--- src/rtl/mem_arbiter_if.sv ---
// ---------------------------------------------------------------------------
// mem_arbiter_if
//
// Bundles the two requester ports and the RAM-side bus of mem_arbiter.
//
// Requester N (N = 0, 1):
//   rN_req, rN_we      request and write-select (requester -> arbiter)
//   rN_addr, rN_wdata  address and write data   (requester -> arbiter)
//   rN_gnt             request accepted this cycle (arbiter -> requester)
//   rN_rvalid, rN_rdata read return             (arbiter -> requester)
// RAM side:
//   mem_read_enable, mem_read_addr                    arbiter -> RAM
//   mem_write_enable, mem_write_addr, mem_write_data  arbiter -> RAM
//   mem_read_data  RAM -> arbiter, valid one cycle after mem_read_enable
//
// Modports: slave  = the arbiter's view
//           master = the environment's view (requesters plus RAM)
// ---------------------------------------------------------------------------
interface mem_arbiter_if #(
    parameter int ADDR_W = 16,
    parameter int DATA_W = 16
);
    logic              r0_req;
    logic              r0_we;
    logic [ADDR_W-1:0] r0_addr;
    logic [DATA_W-1:0] r0_wdata;
    logic              r0_gnt;
    logic              r0_rvalid;
    logic [DATA_W-1:0] r0_rdata;

    logic              r1_req;
    logic              r1_we;
    logic [ADDR_W-1:0] r1_addr;
    logic [DATA_W-1:0] r1_wdata;
    logic              r1_gnt;
    logic              r1_rvalid;
    logic [DATA_W-1:0] r1_rdata;

    logic              mem_read_enable;
    logic              mem_write_enable;
    logic [ADDR_W-1:0] mem_read_addr;
    logic [ADDR_W-1:0] mem_write_addr;
    logic [DATA_W-1:0] mem_write_data;
    logic [DATA_W-1:0] mem_read_data;

    modport slave (
        input  r0_req, r0_we, r0_addr, r0_wdata,
        output r0_gnt, r0_rvalid, r0_rdata,
        input  r1_req, r1_we, r1_addr, r1_wdata,
        output r1_gnt, r1_rvalid, r1_rdata,
        output mem_read_enable, mem_write_enable,
        output mem_read_addr, mem_write_addr, mem_write_data,
        input  mem_read_data
    );

    modport master (
        output r0_req, r0_we, r0_addr, r0_wdata,
        input  r0_gnt, r0_rvalid, r0_rdata,
        output r1_req, r1_we, r1_addr, r1_wdata,
        input  r1_gnt, r1_rvalid, r1_rdata,
        input  mem_read_enable, mem_write_enable,
        input  mem_read_addr, mem_write_addr, mem_write_data,
        output mem_read_data
    );
endinterface

--- src/rtl/mem_arbiter.sv ---
// ---------------------------------------------------------------------------
// mem_arbiter
//
// Two-requester arbiter in front of a single-port-per-direction RAM with a
// one-cycle read latency. After reset the block waits for PLL lock, then
// counts WARMUP_CYCLES stable-lock cycles before it starts granting. Once
// running it stays running until reset, whatever pll_lock does.
//
// Grants are combinational: a requester that raises rN_req in RUN sees
// rN_gnt in the same cycle, and the RAM strobe for that transfer goes out in
// that same cycle. Read data comes back on the winner's rN_rvalid/rN_rdata one
// cycle later, passed straight through from mem_read_data.
//
// Ports:
//   clk       single clock, all state on the rising edge
//   resetq    asynchronous active-low reset
//   pll_lock  PLL lock indication
//   bus       mem_arbiter_if.slave (requester and RAM buses)
//   ready     high only while in RUN
//
// Parameters:
//   ADDR_W, DATA_W   address and data width
//   WARMUP_CYCLES    cycles spent in WARMUP before RUN (must be >= 1)
//
// Build option:
//   MEM_ARBITER_RR_EN  defined   -> round-robin on conflicts
//                      undefined -> requester 0 always wins a conflict
// ---------------------------------------------------------------------------
module mem_arbiter #(
    parameter int ADDR_W        = 16,
    parameter int DATA_W        = 16,
    parameter int WARMUP_CYCLES = 41
) (
    input  logic         clk,
    input  logic         resetq,
    input  logic         pll_lock,
    mem_arbiter_if.slave bus,
    output logic         ready
);

    // Wide enough to hold WARMUP_CYCLES-1 and always at least one bit.
    localparam int              CNT_W    = $clog2(WARMUP_CYCLES + 1);
    localparam logic [CNT_W-1:0] CNT_LAST = CNT_W'(WARMUP_CYCLES - 1);

    typedef enum logic [1:0] {
        WAIT_LOCK,
        WARMUP,
        RUN
    } state_t;

    state_t           state_q;
    state_t           state_d;
    logic [CNT_W-1:0] cnt_q;
    logic [CNT_W-1:0] cnt_d;

    // -----------------------------------------------------------------------
    // Startup FSM
    // -----------------------------------------------------------------------
    // NOTE: state flops use non-blocking assignments so every flop samples
    // the pre-edge value of every other flop, exactly like the hardware.
    always_ff @(posedge clk or negedge resetq) begin
        if (!resetq) begin
            state_q <= WAIT_LOCK;
            cnt_q   <= '0;
        end else begin
            state_q <= state_d;
            cnt_q   <= cnt_d;
        end
    end

    // NOTE: every output of this block gets a default before the case so no
    // path leaves a signal unassigned and no latch is inferred.
    always_comb begin
        state_d = state_q;
        cnt_d   = cnt_q;
        unique case (state_q)
            WAIT_LOCK: begin
                cnt_d = '0;
                if (pll_lock) begin
                    state_d = WARMUP;
                end
            end
            WARMUP: begin
                // Losing lock always wins over finishing the warmup.
                if (!pll_lock) begin
                    state_d = WAIT_LOCK;
                    cnt_d   = '0;
                end else if (cnt_q == CNT_LAST) begin
                    state_d = RUN;
                end else begin
                    cnt_d = cnt_q + CNT_W'(1);
                end
            end
            RUN: begin
                // Sticky until reset; pll_lock is deliberately ignored here.
                state_d = RUN;
            end
            default: begin
                state_d = WAIT_LOCK;
                cnt_d   = '0;
            end
        endcase
    end

    logic run;
    assign run   = (state_q == RUN);
    assign ready = run;

    // -----------------------------------------------------------------------
    // Arbitration
    // -----------------------------------------------------------------------
    // Requests are masked outside RUN so grants and RAM strobes stay low
    // during startup and, via the async state reset, during reset too.
    logic req0;
    logic req1;
    logic gnt0;
    logic gnt1;

    assign req0 = bus.r0_req & run;
    assign req1 = bus.r1_req & run;

`ifdef MEM_ARBITER_RR_EN
    // prefer1_q set means requester 1 wins the next conflict. It flips to
    // the other requester after every accepted transfer, so the requester
    // granted most recently loses a tie.
    logic prefer1_q;

    assign gnt0 = req0 & (~req1 | ~prefer1_q);
    assign gnt1 = req1 & (~req0 |  prefer1_q);

    always_ff @(posedge clk or negedge resetq) begin
        if (!resetq) begin
            prefer1_q <= 1'b0;
        end else if (gnt0) begin
            prefer1_q <= 1'b1;
        end else if (gnt1) begin
            prefer1_q <= 1'b0;
        end
    end
`else
    assign gnt0 = req0;
    assign gnt1 = req1 & ~req0;
`endif

    assign bus.r0_gnt = gnt0;
    assign bus.r1_gnt = gnt1;

    // -----------------------------------------------------------------------
    // RAM request mux
    // -----------------------------------------------------------------------
    logic              any_gnt;
    logic              win_we;
    logic [ADDR_W-1:0] win_addr;
    logic [DATA_W-1:0] win_wdata;
    logic              rd_en;
    logic              wr_en;

    assign any_gnt   = gnt0 | gnt1;
    assign win_we    = gnt1 ? bus.r1_we    : bus.r0_we;
    assign win_addr  = gnt1 ? bus.r1_addr  : bus.r0_addr;
    assign win_wdata = gnt1 ? bus.r1_wdata : bus.r0_wdata;

    assign rd_en = any_gnt & ~win_we;
    assign wr_en = any_gnt &  win_we;

    assign bus.mem_read_enable  = rd_en;
    assign bus.mem_write_enable = wr_en;

    // Idle buses are forced to zero so the RAM side never sees stale values.
    assign bus.mem_read_addr  = rd_en ? win_addr  : '0;
    assign bus.mem_write_addr = wr_en ? win_addr  : '0;
    assign bus.mem_write_data = wr_en ? win_wdata : '0;

    // -----------------------------------------------------------------------
    // Read return
    // -----------------------------------------------------------------------
    // rd_pend_q marks that last cycle issued a read; rd_owner_q records who
    // issued it (0 = requester 0, 1 = requester 1). A new read can be issued
    // every cycle, so the pair is simply overwritten each cycle.
    logic rd_pend_q;
    logic rd_owner_q;

    always_ff @(posedge clk or negedge resetq) begin
        if (!resetq) begin
            rd_pend_q  <= 1'b0;
            rd_owner_q <= 1'b0;
        end else begin
            rd_pend_q <= rd_en;
            if (rd_en) begin
                rd_owner_q <= gnt1;
            end
        end
    end

    logic rvalid0;
    logic rvalid1;

    assign rvalid0 = rd_pend_q & ~rd_owner_q;
    assign rvalid1 = rd_pend_q &  rd_owner_q;

    assign bus.r0_rvalid = rvalid0;
    assign bus.r1_rvalid = rvalid1;
    assign bus.r0_rdata  = rvalid0 ? bus.mem_read_data : '0;
    assign bus.r1_rdata  = rvalid1 ? bus.mem_read_data : '0;

endmodule

--- src/flat_wrapper.sv ---
// flat-port wrapper written by rule: the top's interface ports become plain ports
module mem_arbiter_flat 
#(
    parameter int ADDR_W        = 16,
    parameter int DATA_W        = 16,
    parameter int WARMUP_CYCLES = 41
)
  (clk, resetq, pll_lock, ready, bus_r0_req, bus_r0_we, bus_r0_addr, bus_r0_wdata, bus_r0_gnt, bus_r0_rvalid, bus_r0_rdata, bus_r1_req, bus_r1_we, bus_r1_addr, bus_r1_wdata, bus_r1_gnt, bus_r1_rvalid, bus_r1_rdata, bus_mem_read_enable, bus_mem_write_enable, bus_mem_read_addr, bus_mem_write_addr, bus_mem_write_data, bus_mem_read_data);
  mem_arbiter_if #(.ADDR_W(ADDR_W), .DATA_W(DATA_W)) bus_i ();
  input  logic clk;
  input  logic resetq;
  input  logic pll_lock;
  output logic ready;
  input wire logic [$bits(bus_i.r0_req)-1:0] bus_r0_req;
  input wire logic [$bits(bus_i.r0_we)-1:0] bus_r0_we;
  input wire logic [$bits(bus_i.r0_addr)-1:0] bus_r0_addr;
  input wire logic [$bits(bus_i.r0_wdata)-1:0] bus_r0_wdata;
  output wire logic [$bits(bus_i.r0_gnt)-1:0] bus_r0_gnt;
  output wire logic [$bits(bus_i.r0_rvalid)-1:0] bus_r0_rvalid;
  output wire logic [$bits(bus_i.r0_rdata)-1:0] bus_r0_rdata;
  input wire logic [$bits(bus_i.r1_req)-1:0] bus_r1_req;
  input wire logic [$bits(bus_i.r1_we)-1:0] bus_r1_we;
  input wire logic [$bits(bus_i.r1_addr)-1:0] bus_r1_addr;
  input wire logic [$bits(bus_i.r1_wdata)-1:0] bus_r1_wdata;
  output wire logic [$bits(bus_i.r1_gnt)-1:0] bus_r1_gnt;
  output wire logic [$bits(bus_i.r1_rvalid)-1:0] bus_r1_rvalid;
  output wire logic [$bits(bus_i.r1_rdata)-1:0] bus_r1_rdata;
  output wire logic [$bits(bus_i.mem_read_enable)-1:0] bus_mem_read_enable;
  output wire logic [$bits(bus_i.mem_write_enable)-1:0] bus_mem_write_enable;
  output wire logic [$bits(bus_i.mem_read_addr)-1:0] bus_mem_read_addr;
  output wire logic [$bits(bus_i.mem_write_addr)-1:0] bus_mem_write_addr;
  output wire logic [$bits(bus_i.mem_write_data)-1:0] bus_mem_write_data;
  input wire logic [$bits(bus_i.mem_read_data)-1:0] bus_mem_read_data;
  assign bus_i.r0_req = bus_r0_req;
  assign bus_i.r0_we = bus_r0_we;
  assign bus_i.r0_addr = bus_r0_addr;
  assign bus_i.r0_wdata = bus_r0_wdata;
  assign bus_r0_gnt = bus_i.r0_gnt;
  assign bus_r0_rvalid = bus_i.r0_rvalid;
  assign bus_r0_rdata = bus_i.r0_rdata;
  assign bus_i.r1_req = bus_r1_req;
  assign bus_i.r1_we = bus_r1_we;
  assign bus_i.r1_addr = bus_r1_addr;
  assign bus_i.r1_wdata = bus_r1_wdata;
  assign bus_r1_gnt = bus_i.r1_gnt;
  assign bus_r1_rvalid = bus_i.r1_rvalid;
  assign bus_r1_rdata = bus_i.r1_rdata;
  assign bus_mem_read_enable = bus_i.mem_read_enable;
  assign bus_mem_write_enable = bus_i.mem_write_enable;
  assign bus_mem_read_addr = bus_i.mem_read_addr;
  assign bus_mem_write_addr = bus_i.mem_write_addr;
  assign bus_mem_write_data = bus_i.mem_write_data;
  assign bus_i.mem_read_data = bus_mem_read_data;
  mem_arbiter #(.ADDR_W(ADDR_W), .DATA_W(DATA_W), .WARMUP_CYCLES(WARMUP_CYCLES)) u_core (.clk(clk), .resetq(resetq), .pll_lock(pll_lock), .bus(bus_i), .ready(ready));
endmodule
--- config.mk ---
export PLATFORM = sky130hd
export DESIGN_NAME = mem_arbiter_flat
export DESIGN_NICKNAME = d
export VERILOG_FILES = /design/src/rtl/mem_arbiter_if.sv /design/src/rtl/mem_arbiter.sv /design/src/flat_wrapper.sv
export SDC_FILE = /design/constraint.sdc
export NUM_CORES = 1
export LEC_CHECK = 0
export CORE_ASPECT_RATIO = 1.1
export CORE_MARGIN = 3
export CORE_UTILIZATION = 26
export DETAILED_ROUTE_END_ITERATION = 10
export PLACE_DENSITY = 0.82
export SLEW_MARGIN = 20
export SYNTH_ARGS = -nofsm -noshare
export SYNTH_HDL_FRONTEND = slang
export SYNTH_SLANG_ARGS = --single-unit
--- constraint.sdc ---
create_clock -name clk -period 2 [get_ports clk]
set_input_delay 0.2 -clock clk [delete_from_list [all_inputs] [get_ports clk]]
set_output_delay 0.2 -clock clk [all_outputs]
set_load 0.02 [all_outputs]
# Word-level counts from Yosys, hierarchy flattened
# Index checks and enable logic that the tools add are counted.
# W data, S select, Z words.
classes:
  n_addsub: 1
  n_eq_ne: 6
  mux: 15
  n_bitwise: 12
  n_reduce_logical: 3
ops:
  columns: ["operator", "n"]
  rows:
  - ["$mux W16", 7]
  - ["$mux W6", 2]
  - ["$pmux W6 S2", 1]
  - ["$and A1 B1 Y1", 7]
  - ["$add A6 B1 Y6 const B", 1]
  - ["$eq A6 B6 Y1 const B", 1]
  - ["$mux W2", 3]
  - ["$pmux W2 S3", 1]
  - ["$not A1 Y1", 4]
  - ["$reduce_and A2 Y1", 2]
  - ["$ne A3 B2 Y1 const B", 1]
  - ["$ne A3 B3 Y1 const B", 1]
  - ["$eq A2 B1 Y1 const B", 1]
  - ["$eq A2 B2 Y1 const B", 1]
  - ["$logic_not A2 Y1", 1]
  - ["$ne A2 B2 Y1 const B", 1]
  - ["$mux W1", 1]
  - ["$or A1 B1 Y1", 1]
word_totals:
  regBits: 10
  input_bits: 87
  out_inout_bits: 87
  elab_cells: 41

# Longest topological paths before layout
depth:
  depth_word: 8
  mapped_depth: 6
  ltp_nobuf: 5

# Worst setup path before layout
# OpenSTA, ideal clock, no wires.
synth_path:
  path_kind: "register to output"
  from: "register u_core.state_q[0]"
  to: "output port bus_mem_write_data[10]"
  arrival_ns: 1.382
  t_required_ns: 1.800
  setup_slack_ns: 0.418
  stages_incl_launch_ff: 7
  path_cell_list: "dfrtp_1 nand4bb_1 buf_4 clkinv_2 buf_6 nand2_1 a21oi_1"
synth_between:
  elab_chain_len: 7
synth_rtl:
  columns: ["element", "line_no", "text"]
  rows:
  - ["from (decl)", "mem_arbiter.sv:51", "state_t state_q;"]
  - ["from (signal assigned)", "mem_arbiter.sv:66", "state_q <= state_d;"]
  - ["$eq A2 B2 Y1 *", "mem_arbiter.sv:106", "assign run = (state_q == RUN);"]
  - ["$and A1 B1 Y1", "mem_arbiter.sv:119", "assign req0 = bus.r0_req & run;"]
  - ["$not A1 Y1", "mem_arbiter.sv:142", "assign gnt1 = req1 & ~req0;"]
  - ["$and A1 B1 Y1 *", "mem_arbiter.sv:142", null]
  - ["via bus_r1_gnt", "flat_wrapper.sv:25", "output wire logic [$bits(bus_i.r1_gnt)-1:0] bus_r1_gnt;"]
  - ["$or A1 B1 Y1 or $mux W1 (tied branches)", "mem_arbiter.sv:158, mem_arbiter.sv:159", null]
  - ["$and A1 B1 Y1", "mem_arbiter.sv:164", "assign wr_en = any_gnt & win_we;"]
  - ["$mux W16 *", "mem_arbiter.sv:172", "assign bus.mem_write_data = wr_en ? win_wdata : '0;"]
  - ["to (decl)", "flat_wrapper.sv:32", "output wire logic [$bits(bus_i.mem_write_data)-1:0] bus_mem_write_data;"]
# Mark *: on every way through the listed nets, which the timed path passes. The rest lies on a longest branch.

# Worst setup path after layout
layout_path:
  from: "input port bus_r1_we"
  to: "output port bus_mem_write_data[8]"
layout_between:
  elab_chain_len: 3
layout_rtl:
  columns: ["element", "line_no", "text"]
  rows:
  - ["from (decl)", "flat_wrapper.sv:22", "input wire logic [$bits(bus_i.r1_we)-1:0] bus_r1_we;"]
  - ["$mux W1", "mem_arbiter.sv:159", "assign win_we = gnt1 ? bus.r1_we : bus.r0_we;"]
  - ["$and A1 B1 Y1", "mem_arbiter.sv:164", null]
  - ["$mux W16", "mem_arbiter.sv:172", null]
# No other way between the ends.

==> results.json <==
{
  "outcome": "finished, final reports clean",
  "ant_nets": 0,
  "max_freq_mhz": 516,
  "worstMarginPinSlew_ns": 0.452,
  "avgSynthCellArea_um2": 6.71,
  "slew_violations": 0,
  "ys.flop_type": "dfrtp_1",
  "tritoncts": "built",
  "fin_tns_setup_ns": 0,
  "combPwrFrac": 0.326,
  "clkPwrFrac": 0.371,
  "synth_top_area_cell": "dfrtp_1",
  "hold_class": "in -> async",
  "yosys_warnings": 0,
  "yosysMostFrequentCell": "nand2_1",
  "h-tree-depth": 1,
  "clkTransAtPathRegs_ns": 0.05,
  "areaGrowthSynthToFinish_pct": 143,
  "die-area_um2": 6090,
  "hold_viol_final": 0,
  "start_util": 0.280,
  "slew_headroom": 0.697,
  "hold_buffers": 0,
  "fin_crit_ns": 1.94,
  "place_area_um2": 3230,
  "die_w_um": 74.7,
  "design_area_um2": 3280,
  "firstDrtPassIters": 4,
  "switching_share": 0.208,
  "switchingPower_mw": 0.144,
  "r2r-end": "u_core.cnt_q[0]$_DFFE_PN0P_",
  "viasPerCell": 4.80,
  "drc": 0,
  "path_class": "in -> out",
  "design.core.area_um2": 4810,
  "antenna_found_initial": 0,
  "finalSetupViolations": 0,
  "worstReg2RegStart": "u_core.state_q[1]$_DFFE_PN0P_",
  "track_usage": 0.200,
  "worstSkewPairLatency_ns": 0.24,
  "num_rows": 26,
  "cp.arrival_ns": 1.74,
  "synth_compound_area_frac": 0.132,
  "crit_path_start": "bus_r1_we",
  "p_seq_frac": 0.302,
  "place_inst": 431,
  "crit_required_ns": 1.80,
  "wirelength_mm": 6.63,
  "vias": 2102,
  "muxShareOfSynthArea": 0.127,
  "vdd_drop_max_v": 0.000259,
  "synthDistinctLibCells": 39,
  "p_int_mw": 0.547,
  "min_period_over_period": 0.969,
  "fillCellCount": 429,
  "drv_cap": 0,
  "io_pins": 174,
  "port-buffer-count": 173,
  "rr_worst_depth": 6,
  "synth_area_leaders": "dfrtp_1, mux2i_1, nand2_1",
  "synthSimpleGateAreaFrac": 0.446,
  "dp_hpwl_mm": 5.51,
  "ys_async_sr_fraction": 1.00,
  "critPathLaunchType": "input pin",
  "multi_input_area_um2": 1010,
  "place_ws_ns": -0.419,
  "synth_seq_cells": 10,
  "cts_buffers": 3,
  "worst-path-max-fanout": 18,
  "synth-xor-area-share": 0.00649,
  "drive_gt1_frac": 0.0942,
  "grt_setup_unrepaired": "no",
  "r2r_setup_slack_ns": 0.52,
  "syn_nets": 290,
  "synth_top_area_frac": 0.186,
  "ctsLongestPathBuffers": 2,
  "fin_skew_ns": 0.00656,
  "p_per_area_nw_per_um2": 210,
  "synth_area_um2": 1350,
  "synthCells": 201,
  "synth_top_family_by_area": "simple AND/OR/NAND/NOR gates",
  "grt_pass1_wl_mm": 9.64,
  "wl_per_cell_um": 15.1,
  "drtIter0Drc": 66,
  "ys_top_cells_by_count": "nand2_1, nor2_1, and2_1",
  "synth-edff-count": 0,
  "gr-total-overflow": 0,
  "grt_max_degree": 19,
  "register_area_um2": 251,
  "grt_pass1_vias": 2016,
  "fin_ws_ns": 0.0621,
  "synth_adder_area_share": 0.0186,
  "leakage_nw": 1.80,
  "gp_congestion": 0.771,
  "worstSetupEndpointType": "primary output",
  "clock-sinks": 10,
  "final_cells": 438,
  "clock_tree.root_cell": "clkbuf_8",
  "antenna_cells": 0,
  "ys_seq_area_frac": 0.186,
  "final_nets": 472,
  "die_h_um": 81.5
}
-- per-stage QoR --
step	hold slack [ns]	total power, mW	utilization
5_1_grt	0.319	0.725	0.682
6_report	0.277	0.690	0.682
3_5_place_dp	0.524	0.435	0.670
2_1_floorplan	-0.0956	0.247	-
4_1_cts	0.287	0.698	0.679
3_3_place_gp	0.517	0.429	0.670
-- kinds of logic after synthesis --
| kind of cell | Yosys count |
|---|---|
| buffers and inverters | 21 |
| xor gates and xnor gates | 1 |
| muxes | 17 |
| AOI/OAI and AO/OA | 29 |
| and+or+nand+nor | 121 |
| adders and majority gates | 2 |
| DFF | 10 |
-- metal layers --
layer	routed length [um]	global-route usage	vias to the layer above
met1	2350	0.211	949
met2	3470	0.386	112
met4	61	0.0356	0
met5	0	0	-
met3	741	0.0624	6
li1	-	-	1035
-- worst max path at each step --
stage,to,slack [ns],cells past startpoint
global placement,bus_mem_write_data[1],-0.37,6
CTS,bus_r0_rdata[7],0.01,3
finish,bus_mem_write_data[8],0.06,6
global route,bus_mem_write_data[6],0.007,6
floorplan,bus_mem_write_data[10],0.42,6
detailed placement,bus_mem_write_data[6],-0.42,6
-- repair_timing --
item	4_1_cts	5_1_grt
setup endpoints to repair	68	24
setup buffers	2	0
pin swaps	1	0
resized for setup	58	12
gates cloned	1	0
-- sequential cells by signal, summed over array words and instances (netlist names) --
signal	flops
u_core.rd_pend_q	1
u_core.rd_owner_q	1
u_core.cnt_q	6
u_core.state_q	2
-- power groups by stage --
stage                     logic (mW)  registers, mW  clock network (mW)
after floorplan               0.0352          0.211                   0
after global placement         0.218          0.211                   0
after detailed placement       0.223          0.212                   0
after CTS                      0.225          0.208               0.264
after global routing           0.242          0.209               0.274
final                          0.225          0.209               0.256
-- critical path: stages --
cell and delay, ns:
clkdlybuf4s50_1 0.52, nand3b_1 0.10, a21o_2 0.26, buf_12 0.16, a21oi_1 0.14, dlygate4sd2_1 0.36
-- area by class of cell --
class	count	share of cell area
timing repair buffer	189	0.561
clock buffer	4	0.0168
multi-input combinational	170	0.308
tap	56	0.0213
sequential	10	0.0766
inverter	8	0.0130
timing repair inverter	1	0.00267
-- layout by cell type, fill, tap and decap left out, types with 2 or more instances in the layout --
master,Yosys,routed
nor2_1,33,33
and2_1,18,18
and3_1,17,17
dfrtp_1,10,9
nand2_1,36,36
buf_4,1,12
inv_2,2,2
inv_1,5,5
clkdlybuf4s50_1,0,118
mux2i_1,16,15
dlygate4sd2_1,0,47
a21oi_1,16,16
nand3b_1,2,2
clkdlybuf4s15_1,0,5
o21ai_0,3,3
a22o_1,2,2
ha_1,2,2
buf_12,0,4
nand2b_1,2,2
dlymetal6s2s_1,0,2
nand3_1,3,3
clkbuf_8,0,4
No activity file was read; power rests on OpenSTA's default activity.
